[config.mk]
export PLATFORM = sky130hd
export DESIGN_NAME = speck_encrypt_ctrl_flat
export DESIGN_NICKNAME = d
export VERILOG_FILES = /design/src/rtl/speck_pkg.sv /design/src/rtl/speck_encrypt_ctrl_if.sv /design/src/rtl/speck_round.sv /design/src/rtl/speck_encrypt_ctrl.sv /design/src/flat_wrapper.sv
export SDC_FILE = /design/constraint.sdc
export NUM_CORES = 1
export LEC_CHECK = 0
export ABC_AREA = 1
export CAP_MARGIN = 15
export CORE_MARGIN = 5
export CORE_UTILIZATION = 59
export CTS_CLUSTER_DIAMETER = 100
export DETAILED_ROUTE_END_ITERATION = 8
export PLACE_DENSITY = 0.87
export SYNTH_ARGS = -nofsm -noshare
export SYNTH_HDL_FRONTEND = slang
export SYNTH_SLANG_ARGS = --single-unit
export TNS_END_PERCENT = 100
[constraint.sdc]
create_clock -name clk -period 46.3 [get_ports clk]
set_input_delay 13.89 -clock clk [delete_from_list [all_inputs] [get_ports clk]]
set_output_delay 13.89 -clock clk [all_outputs]
set_load 0.01 [all_outputs]
[src/rtl/speck_pkg.sv]
`default_nettype none
// ============================================================================
// speck_pkg : shared Speck128/128 constants, FSM state type, rotate helpers
// Rev 1.0
// ============================================================================
package speck_pkg;

  localparam int WORD_W    = 64;
  localparam int ROUNDS    = 32;
  localparam int ROT_ALPHA = 8;
  localparam int ROT_BETA  = 3;
  localparam int BLOCK_W   = 2 * WORD_W;
  localparam int CNT_W     = 5;

  typedef enum logic [1:0] {
    ST_IDLE = 2'd0,
    ST_DATA = 2'd1,
    ST_KEY  = 2'd2,
    ST_DONE = 2'd3
  } state_e;

  function automatic logic [WORD_W-1:0] ror_w(input logic [WORD_W-1:0] v, input int n);
    return (v >> n) | (v << (WORD_W - n));
  endfunction

  function automatic logic [WORD_W-1:0] rol_w(input logic [WORD_W-1:0] v, input int n);
    return (v << n) | (v >> (WORD_W - n));
  endfunction

endpackage
`default_nettype wire

[src/rtl/speck_encrypt_ctrl_if.sv]
`default_nettype none
// ============================================================================
// speck_encrypt_ctrl_if : start handshake, key/plaintext in, ciphertext/status out
// Rev 1.0
// ============================================================================
interface speck_encrypt_ctrl_if;
  import speck_pkg::*;

  logic               start_valid;
  logic               start_ready;
  logic [BLOCK_W-1:0] key;
  logic [BLOCK_W-1:0] plaintext;
  logic [BLOCK_W-1:0] ciphertext;
  logic               done;
  logic               busy;
  logic [CNT_W-1:0]   round_cnt;

  modport master (
    output start_valid, key, plaintext,
    input  start_ready, ciphertext, done, busy, round_cnt
  );

  modport slave (
    input  start_valid, key, plaintext,
    output start_ready, ciphertext, done, busy, round_cnt
  );
endinterface
`default_nettype wire

[src/rtl/speck_round.sv]
`default_nettype none
// ============================================================================
// speck_round : combinational Speck round R(a,b,c), shared by data and key rounds
// Rev 1.0
// ============================================================================
module speck_round
  import speck_pkg::*;
(
  input  logic [WORD_W-1:0] a_i,
  input  logic [WORD_W-1:0] b_i,
  input  logic [WORD_W-1:0] c_i,
  output logic [WORD_W-1:0] a_o,
  output logic [WORD_W-1:0] b_o
);

  logic [WORD_W-1:0] a_new;

  assign a_new = (ror_w(a_i, ROT_ALPHA) + b_i) ^ c_i;
  assign a_o   = a_new;
  assign b_o   = rol_w(b_i, ROT_BETA) ^ a_new;

endmodule
`default_nettype wire

[src/rtl/speck_encrypt_ctrl.sv]
`default_nettype none
// ============================================================================
// speck_encrypt_ctrl : iterative Speck128/128 encryptor, data and key-schedule
// rounds interleaved through one round instance. Rev 1.0
// ============================================================================
module speck_encrypt_ctrl
  import speck_pkg::*;
#(
  parameter int ROUNDS = speck_pkg::ROUNDS,
  parameter int WORD_W = speck_pkg::WORD_W
) (
  input  logic                 clk,
  input  logic                 rst,
  speck_encrypt_ctrl_if.slave  bus
);

  localparam logic [CNT_W-1:0] LAST_RND = CNT_W'(ROUNDS - 1);

  state_e              state_q;
  logic [WORD_W-1:0]   x_q, y_q, k_q, l_q;
  logic [CNT_W-1:0]    i_q;
  logic [2*WORD_W-1:0] ct_q;
  logic                done_q;

  logic [WORD_W-1:0]   op_a, op_b, op_c;
  logic [WORD_W-1:0]   rnd_a_d, rnd_b_d;

  // KEY state reuses the round with (l, k, i); every other state feeds (x, y, k)
  always_comb begin
    op_a = x_q;
    op_b = y_q;
    op_c = k_q;
    if (state_q == ST_KEY) begin
      op_a = l_q;
      op_b = k_q;
      op_c = WORD_W'(i_q);
    end
  end

  speck_round u_round (
    .a_i (op_a),
    .b_i (op_b),
    .c_i (op_c),
    .a_o (rnd_a_d),
    .b_o (rnd_b_d)
  );

  always_ff @(posedge clk or posedge rst) begin
    if (rst) begin
      state_q <= ST_IDLE;
      x_q     <= '0;
      y_q     <= '0;
      k_q     <= '0;
      l_q     <= '0;
      i_q     <= '0;
      ct_q    <= '0;
      done_q  <= 1'b0;
    end else begin
      done_q <= 1'b0;
      case (state_q)
        ST_IDLE: begin
          if (bus.start_valid) begin
            y_q     <= bus.plaintext[2*WORD_W-1:WORD_W];
            x_q     <= bus.plaintext[WORD_W-1:0];
            l_q     <= bus.key[2*WORD_W-1:WORD_W];
            k_q     <= bus.key[WORD_W-1:0];
            i_q     <= '0;
            state_q <= ST_DATA;
          end
        end
        ST_DATA: begin
          x_q     <= rnd_a_d;
          y_q     <= rnd_b_d;
          state_q <= (i_q == LAST_RND) ? ST_DONE : ST_KEY;
        end
        ST_KEY: begin
          l_q     <= rnd_a_d;
          k_q     <= rnd_b_d;
          i_q     <= i_q + 1'b1;
          state_q <= ST_DATA;
        end
        ST_DONE: begin
          ct_q    <= {y_q, x_q};
          done_q  <= 1'b1;
          state_q <= ST_IDLE;
        end
        default: state_q <= ST_IDLE;
      endcase
    end
  end

  assign bus.start_ready = (state_q == ST_IDLE);
  assign bus.busy        = (state_q != ST_IDLE);
  assign bus.ciphertext  = ct_q;
  assign bus.done        = done_q;
  assign bus.round_cnt   = i_q;

endmodule
`default_nettype wire

[src/flat_wrapper.sv]
// flat-port wrapper written by rule: the top's interface ports become plain ports
module speck_encrypt_ctrl_flat import speck_pkg::*;
#(
  parameter int ROUNDS = speck_pkg::ROUNDS,
  parameter int WORD_W = speck_pkg::WORD_W
)
  (clk, rst, bus_start_valid, bus_key, bus_plaintext, bus_start_ready, bus_ciphertext, bus_done, bus_busy, bus_round_cnt);
  speck_encrypt_ctrl_if bus_i ();
  input  logic clk;
  input  logic rst;
  input wire logic [$bits(bus_i.start_valid)-1:0] bus_start_valid;
  input wire logic [$bits(bus_i.key)-1:0] bus_key;
  input wire logic [$bits(bus_i.plaintext)-1:0] bus_plaintext;
  output wire logic [$bits(bus_i.start_ready)-1:0] bus_start_ready;
  output wire logic [$bits(bus_i.ciphertext)-1:0] bus_ciphertext;
  output wire logic [$bits(bus_i.done)-1:0] bus_done;
  output wire logic [$bits(bus_i.busy)-1:0] bus_busy;
  output wire logic [$bits(bus_i.round_cnt)-1:0] bus_round_cnt;
  assign bus_i.start_valid = bus_start_valid;
  assign bus_i.key = bus_key;
  assign bus_i.plaintext = bus_plaintext;
  assign bus_start_ready = bus_i.start_ready;
  assign bus_ciphertext = bus_i.ciphertext;
  assign bus_done = bus_i.done;
  assign bus_busy = bus_i.busy;
  assign bus_round_cnt = bus_i.round_cnt;
  speck_encrypt_ctrl #(.ROUNDS(ROUNDS), .WORD_W(WORD_W)) u_core (.clk(clk), .rst(rst), .bus(bus_i));
endmodule
**Word level (Yosys, flattened, before mapping)**

Cells that the tools add are included.

- Output and inout port bits: 136
- Word-level logic and storage cells: 42
- Bits in registers: 392

- Equal/unequal tests: 5
- Bitwise logic cells: 4
- Reduce and logical (&&, ||, !) cells: 6
- Add/subtract/negate cells: 2
- Multiplexer cells: 17

Operators with widths:

| kind | count |
|---|---|
| $pmux 64 s2 | 4 |
| $mux 64 | 7 |
| $xor 64x64->64 | 2 |
| $add 64x64->64 | 1 |
| $or 56x64->64 | 1 |
| $or 64x3->64 | 1 |
| $pmux 5 s2 | 1 |
| $pmux 2 s4 | 1 |
| $reduce_bool 2->1 | 3 |
| $add 5x1->5 const B | 1 |
| $eq 5x5->1 const B | 1 |
| $mux 5 | 1 |
| $eq 2x2->1 const B | 2 |
| $reduce_and 2->1 | 2 |
| $eq 2x1->1 const B | 1 |
| $logic_not 2->1 | 1 |
| $mux 1 | 2 |
| $mux 2 | 1 |
| $ne 2x2->1 const B | 1 |

**Depth between registers and ports, before layout**

Gate-level depths: netlist (run 1).

- Word-level depth: 7
- Mapped depth: 29
- Depth with buffers taken out: 24

**Modules after synthesis**

From an unflattened synthesis (run 1), not the netlist that was laid out.

- Cells, all modules: 4492
- Area total of the unflattened synthesis: 27739.1 um^2

Modules (own cells, without submodules):

| module | cells an instance | times used | seq. area each (um^2) | area each (um^2) |
|---|---|---|---|---|
| speck_encrypt_ctrl | 2945 | 1 | 9809.4 | 20230.7 |
| speck_round | 1547 | 1 | 0.0 | 7508.5 |

**Worst setup path before layout (run 1)**

Ideal clock, no wire load.

- Kind: input -> register
- From: input bus_start_valid
- To: register u_core.y_q[10]
- Stages on the path: 7
- Library setup time: 82 ps
- Slack: 31360 ps
- Data arrival time: 14858 ps
- Required time: 46218 ps
- Cells stage by stage: inv_1 -> nor2_4 -> nor2_2 -> inv_2 -> buf_2 -> buf_2 -> o22ai_1

- Word-level cells in the longest chain between the ends: 2

Ends and longest elaborated chain:

| item | RTL line | source |
|---|---|---|
| start, declared | flat_wrapper.sv:11 | `input wire logic [$bits(bus_i.start_valid)-1:0] bus_start_valid;` |
| $ne 2x2->1 (no line) | n/a |  |
| $reduce_and 2->1 (no line) | n/a |  |
| end signal, assigned | speck_encrypt_ctrl.sv:63 | `y_q <= bus.plaintext[2*WORD_W-1:WORD_W];` |
| end signal, assigned | speck_encrypt_ctrl.sv:73 | `y_q <= rnd_b_d;` |
| end, declared | speck_encrypt_ctrl.sv:20 | `logic [WORD_W-1:0] x_q, y_q, k_q, l_q;` |

No other way between the ends.
A chain may end at the register's enable or synchronous reset.

==> metrics.txt, run 1 <==
element type at the critical path end asynchronous set/reset pin; final WL roughly 85000 microns; worst-path cell chain clkdlybuf4s50_1 > inv_8 > buf_4 > buf_4; post-DP HPWL just over 60000 microns; min-delay worst type register to register; diodes inserted 0; Synth Register Bits 392; CTS tree done; fraction of registers with async set/reset 100%; sequential fraction of the synthesis area around two fifths; share of layout cells above drive strength 1 3.06%; post-cts sizing count 0; DIE WIDTH 213 microns; Final setup viols 0; hold_buf cts 0; Rel. slew slack 22.0%; prevailing post-synth register cell dfrtp_1; footprint of the multi-input gates 12500 sq um; Nets 4122; Setup TNS Final 0 ps; # Max-Cap Violations 0; total die area 45500 sq um; worst path required time 46890 ps; WL per Instance 19.5 microns; row count 74; number of remaining DRC errors 0; root cell of the clock tree clkbuf_16; first-pass GRT wire length 131000 microns; minimum clock period around 16000 ps; CTS buffer count 42; worst path bufs/invs 4; vias per std cell 5.77; Crit Path Category primary input to asynchronous set/reset pin; clk slew on worst S/H paths 60 ps; critical path peak fanout 128; sequential cell area 9810 sq um; Post-Synthesis Cells 3492; Chip Height 213 microns; maximum clock frequency about 62 MHz; vias in the first global route 24300; CTS Sinks 392; first drt pass iteration count 7; DR iter-0 viols 2933; Syn Nets roughly 3800; CP max stage cell buf_4; I/O Buffers 394; outcome completed; Area Growth Syn to Fin 23.0%; Fill cells 3218; crit path launch type primary input; Worst path most repeated cell buf_4; vias 25100; Remaining Overflow, GRT 0; Netlist cell types 44; initial antenna violation count 0; I/O pin cnt between 300 and 400; yosys warns 0; Worst-Skew Late Latency roughly 590 ps; Total GRT Usage 36.2%; number of flops mapped to enable cells by yosys 0; final core utilization 73.5%; worst-margin pin slew 1170 ps; starting density of the core 59.7%; syn_area_per_cell 6.99 sq um; Core ar. 40800 sq um; ANT nets after route 0; largest net degree at the start of global routing 215; Post-CTS Repair Setup Buffers 0; CP peak stage delay 810 ps; CP arrival 16770 ps; Hold Slack around 480 ps; period utilization a little over a third; # H-tree levels 2; final hold vios 0; CP delay by family, top buffers and inverters; gpl congestion 1.05; RSZ-0062 raised after global routing no; Final Slew Violations 0; post-synthesis cell area 24400 sq um; Clock Skew about 23 ps; clock tree buffer depth 3
[layer usage]
| metal | up-vias | track usage (%) | wire length, microns |
|---|---|---|---|
| met3 | 203 | 6.00 | 7920 |
| li1 | 11800 | - | - |
| met5 | - | 0 | 0 |
| met4 | 0 | 12.5 | 3150 |
| met2 | 1346 | 58.5 | 39400 |
| met1 | 11800 | 50.3 | 34500 |
[cells by family (layout without fill, tap and decap cells)]
| family | Yosys count | in the layout | synth area share, % |
|---|---|---|---|
| multiplexers | 1 | 1 | 0.0410 |
| AND/OR/NAND/NOR | 1776 | 1776 | 28.9 |
| AO/OA/AOI/OAI | 608 | 608 | 14.6 |
| XOR/XNOR | 120 | 120 | 4.34 |
| adder cells (fa/ha/maj) | 66 | 66 | 3.42 |
| flip-flops | 392 | 392 | 40.2 |
| buffers and inverters | 529 | 865 | 8.45 |
[cells in the mapped netlist, types with 2 or more instances]
master | count | area (sq um)
o21a_1 | 5 | 37.5
o221ai_1 | 52 | 455
nand4_1 | 9 | 56.3
inv_2 | 4 | 15.0
a21o_1 | 6 | 45.0
or2_1 | 7 | 43.8
nor4_1 | 3 | 18.8
a21oi_1 | 127 | 636
dfrtp_1 | 392 | 9810
o21bai_1 | 14 | 105
o21ai_0 | 234 | 1170
nor3_1 | 13 | 65.1
o211ai_1 | 88 | 661
o22ai_1 | 21 | 131
nand3b_1 | 25 | 188
buf_4 | 2 | 15.0
o21ai_1 | 56 | 280
or2_2 | 2 | 12.5
nor2_4 | 2 | 22.5
nand2_1 | 1282 | 4810
buf_1 | 6 | 22.5
buf_2 | 49 | 245
nand2_2 | 8 | 50.1
ha_1 | 65 | 813
nor2_2 | 3 | 18.8
nor2_1 | 282 | 1060
xnor2_1 | 38 | 333
xor2_1 | 81 | 709
nand3_1 | 137 | 686
inv_1 | 369 | 1390
clkbuf_1 | 96 | 360
clkinv_1 | 2 | 7.51
[placed cells by master (no fill, tap or decap), types with 38 or more instances in the layout]
cell             netlist  routed
inv_1                369     368
clkdlybuf4s50_1        0     394
xnor2_1               38      38
ha_1                  65      65
clkbuf_16              0      43
o221ai_1              52      52
o21ai_0              234     234
nand2_1             1282    1280
a21oi_1              127     127
dfrtp_1              392     392
xor2_1                81      81
nor2_1               282     281
o211ai_1              88      88
nand3_1              137     137
o21ai_1               56      56
[sequential cells by signal (all words and copies together) (netlist names)]
signal	flops
u_core.bus.ciphertext	128
u_core.bus.round_cnt	5
u_core.bus.done	1
u_core.x_q	64
u_core.y_q	64
u_core.l_q	64
u_core.state_q	2
u_core.k_q	64
[final cells by class]
| class | instances | share of cell area (%) |
|---|---|---|
| multi-input cells | 2571 | 41.8 |
| well taps | 532 | 2.22 |
| repair buffers | 415 | 13.7 |
| clock buffers | 60 | 4.13 |
| flip-flops and latches | 392 | 32.7 |
| clock inverters | 15 | 0.680 |
| inverters | 375 | 4.74 |
[final timing paths]
| kind | from | endpoint | slack [ps] | cells after the start |
|---|---|---|---|---|
| min | u_core.bus.ciphertext[108]$_DFFE_PP0P_ | u_core.bus.ciphertext[108]$_DFFE_PP0P_ | 480 | 2 |
| max reg2reg | u_core.state_q[0]$_DFFE_PP0P_ | u_core.y_q[51]$_DFFE_PP0P_ | 41070 | 18 |
| min reg2reg | u_core.bus.ciphertext[108]$_DFFE_PP0P_ | u_core.bus.ciphertext[108]$_DFFE_PP0P_ | 480 | 2 |
| min in group asynchronous | rst | u_core.bus.ciphertext[19]$_DFFE_PP0P_ | 13930 | 2 |
| max | rst | u_core.k_q[44]$_DFFE_PP0P_ | 30130 | 4 |
| max in group clk | u_core.state_q[0]$_DFFE_PP0P_ | bus_start_ready | 30490 | 2 |
[tightest hold or removal path, cell delays in order, from the launching register on]
cell,delay [ps]
dfrtp_1,340
nand2_1,50
nand2_1,60
[through the flow]
step                cell area [sq um]  setup slack [ps]  cells
floorplan                       24400             21510   3492
global placement                28600             29450   4285
detailed placement              28600             29440   4285
CTS                             30000             30050   4360
global route                    30000             29730   4360
finish                          30000             30130   4360
Power of run 1 is left out: the tool's default activity adds up to more than one toggle a clock period on the data nets, which glitch-free logic cannot reach.
==> inputs of run 2 (changes only) <==
Settings changed: CORE_UTILIZATION 59 to 55, PLACE_DENSITY 0.87 to 0.82.
Clock period 46.3 ns to 15.25 ns, I/O delays scaled along.
==> run 2 against run 1 <==
  * Register-to-register slack got worse by 31000 ps
  * Clock skew shrank 3.8 ps
  * Critical path depth grew 5
  * Final cell count is 1.6% higher
  * Worst hold slack worse by 2.8 ps
  * Setup slack got worse by 22000 ps
  * Largest cell class unchanged
==> metrics.txt, run 2 (same netlist as run 1, synthesis figures left out) <==
WL per Instance 19.4 microns (was 19.5 microns); Core ar. 44000 sq um (was 40800 sq um); I/O pin cnt 395 (unchanged); period utilization 46.8%; crit path launch type primary input (unchanged); clock tree buffer depth 3 (unchanged); initial antenna violation count 3 (was 0); most frequent cells in the layout nand2_1, clkdlybuf4s50_1, dfrtp_1 (unchanged); min-delay worst type register to register (unchanged); final hold vios 0 (unchanged); hold_buf cts 0 (unchanged); # Max-Cap Violations 0 (unchanged); max reg flops 128 (unchanged); maximum clock frequency 140 MHz; Crit Path Category primary input to register (was primary input to asynchronous set/reset pin); total die area 48700 sq um (was 45500 sq um); # H-tree levels 2 (unchanged); Nets 4126 (was 4122); root cell of the clock tree clkbuf_16 (unchanged); gpl congestion 0.986 (was 1.05); first-pass GRT wire length 132000 microns (was 131000 microns); number of remaining DRC errors 0 (unchanged); CTS buffer count 43 (was 42); critical path peak fanout 72 (was 128); CP max stage cell buf_4 (unchanged); CP delay by family, top buffers and inverters (unchanged); vias 24800 (was 25100); CP peak stage delay 740 ps (was 810 ps); Chip Height 221 microns (was 213 microns); Fill cells 3769 (was 3218); Post-CTS Repair Setup Buffers 0 (unchanged); row count 77 (was 74); Final Slew Violations 0 (unchanged); Rel. slew slack 26.5% (was 22.0%); Area Growth Syn to Fin 23.7% (was 23.0%); ANT nets after route 0 (unchanged); first drt pass iteration count 6 (was 7); post-DP HPWL 63300 microns (was 61600 microns); Clock Skew 19.2 ps (was 23.0 ps); DR iter-0 viols 2640 (was 2933); CTS tree done (unchanged); Post-DP Area 28700 sq um (was 28600 sq um); final instance area 30200 sq um (was 30000 sq um); Final setup viols 0 (unchanged); Remaining Overflow, GRT 0 (unchanged); minimum clock period 7140 ps; Setup TNS Final 0 ps (unchanged); I/O Buffers 394 (unchanged); vias in the first global route 23700 (was 24300); Total GRT Usage 34.4% (was 36.2%); CTS Sinks 392 (unchanged); share of layout cells above drive strength 1 3.21% (was 3.06%); element type at the critical path end register (was asynchronous set/reset pin); outcome completed (unchanged); most common cell after layout, fill and taps aside nand2_1 (unchanged); clk slew on worst S/H paths 60 ps (about the same); worst-path cell chain clkdlybuf4s50_1 > inv_1 > nor2_4 > buf_4 > nor2_4 > buf_4 > inv_2 > buf_4 > o221ai_1 (was clkdlybuf4s50_1 > inv_8 > buf_4 > buf_4); vias per std cell 5.61 (was 5.77); RSZ-0062 raised after global routing no (unchanged); worst-margin pin slew 1100 ps (was 1170 ps); CP arrival 7540 ps (was 16770 ps); worst path bufs/invs 6 (was 4); post-cts sizing count 0 (unchanged); DIE WIDTH 221 microns (was 213 microns); starting density of the core 55.4% (was 59.7%); largest net degree at the start of global routing 182 (was 215); Worst-Skew Late Latency 590 ps (about the same); worst path required time 15650 ps (was 46890 ps); final WL 85900 microns (was 85000 microns); Worst path most repeated cell buf_4 (unchanged)
run 2: cell types whose count changed in the layout (fill, tap and decap cells not counted):
cell | previous run | this run
nand2_2 | 9 | 8
clkinvlp_4 | 1 | 2
clkbuf_1 | 7 | 8
nand2_4 | 1 | 2
clkinv_16 | 0 | 1
buf_4 | 19 | 22
clkinv_8 | 0 | 1
diode_2 | 0 | 1
clkbuf_8 | 10 | 12
clkinv_2 | 6 | 5
inv_16 | 1 | 0
run 2: path summary, 6_finish.rpt:
kind                                                        from                                    end  slack (ps)  depth (start not counted)
setup / recovery                                 bus_start_valid             u_core.x_q[42]$_DFFE_PP0P_        8110                          9
hold / removal             u_core.bus.ciphertext[21]$_DFFE_PP0P_  u_core.bus.ciphertext[21]$_DFFE_PP0P_         480                          2
hold reg to reg            u_core.bus.ciphertext[21]$_DFFE_PP0P_  u_core.bus.ciphertext[21]$_DFFE_PP0P_         480                          2
max in group asynchronous                                    rst             u_core.x_q[55]$_DFFE_PP0P_        9020                          4
min in group asynchronous                                    rst  u_core.bus.ciphertext[18]$_DFFE_PP0P_        4640                          3
setup reg to reg                   u_core.state_q[0]$_DFFE_PP0P_             u_core.y_q[50]$_DFFE_PP0P_        9680                         18
run 2: final cells by class:
class | count | area (sq um) | share of cell area [%]
clock inverter | 16 | 236 | 0.784
multi-input combinational | 2571 | 12500 | 41.6
sequential | 392 | 9810 | 32.5
inverter | 375 | 1420 | 4.70
timing repair buffer | 418 | 4150 | 13.7
clock buffer | 63 | 1270 | 4.21
tap | 592 | 741 | 2.45
antenna | 1 | 2.50 | 0.00829
run 2: metrics by stage:
| step | setup WS (ps) | instances | utilization [%] | hold slack, ps |
|---|---|---|---|---|
| after floorplan | 5400 | 3492 | - | 449 |
| after global placement | 7770 | 4348 | 65.1 | 462 |
| after detailed placement | 7670 | 4348 | 65.1 | 465 |
| after CTS | 8250 | 4427 | 68.5 | 481 |
| after global routing | 8010 | 4428 | 68.5 | 493 |
| final | 8110 | 4428 | 68.5 | 478 |
run 2: routing by layer:
| layer | wire, microns | global-route usage (%) | vias to the layer above |
|---|---|---|---|
| li1 | - | - | 11800 |
| met1 | 35700 | 47.2 | 11700 |
| met3 | 7580 | 6.77 | 182 |
| met5 | 26 | 0 | - |
| met2 | 39800 | 55.4 | 1211 |
| met4 | 2860 | 11.2 | 4 |
run 2: tightest hold or removal path, delay by kind of cell (launching register included):
family / cells / cell delay (ps)
DFF: 1 / 340
and+or+nand+nor: 2 / 110
Power of run 2 is left out for the same reason.
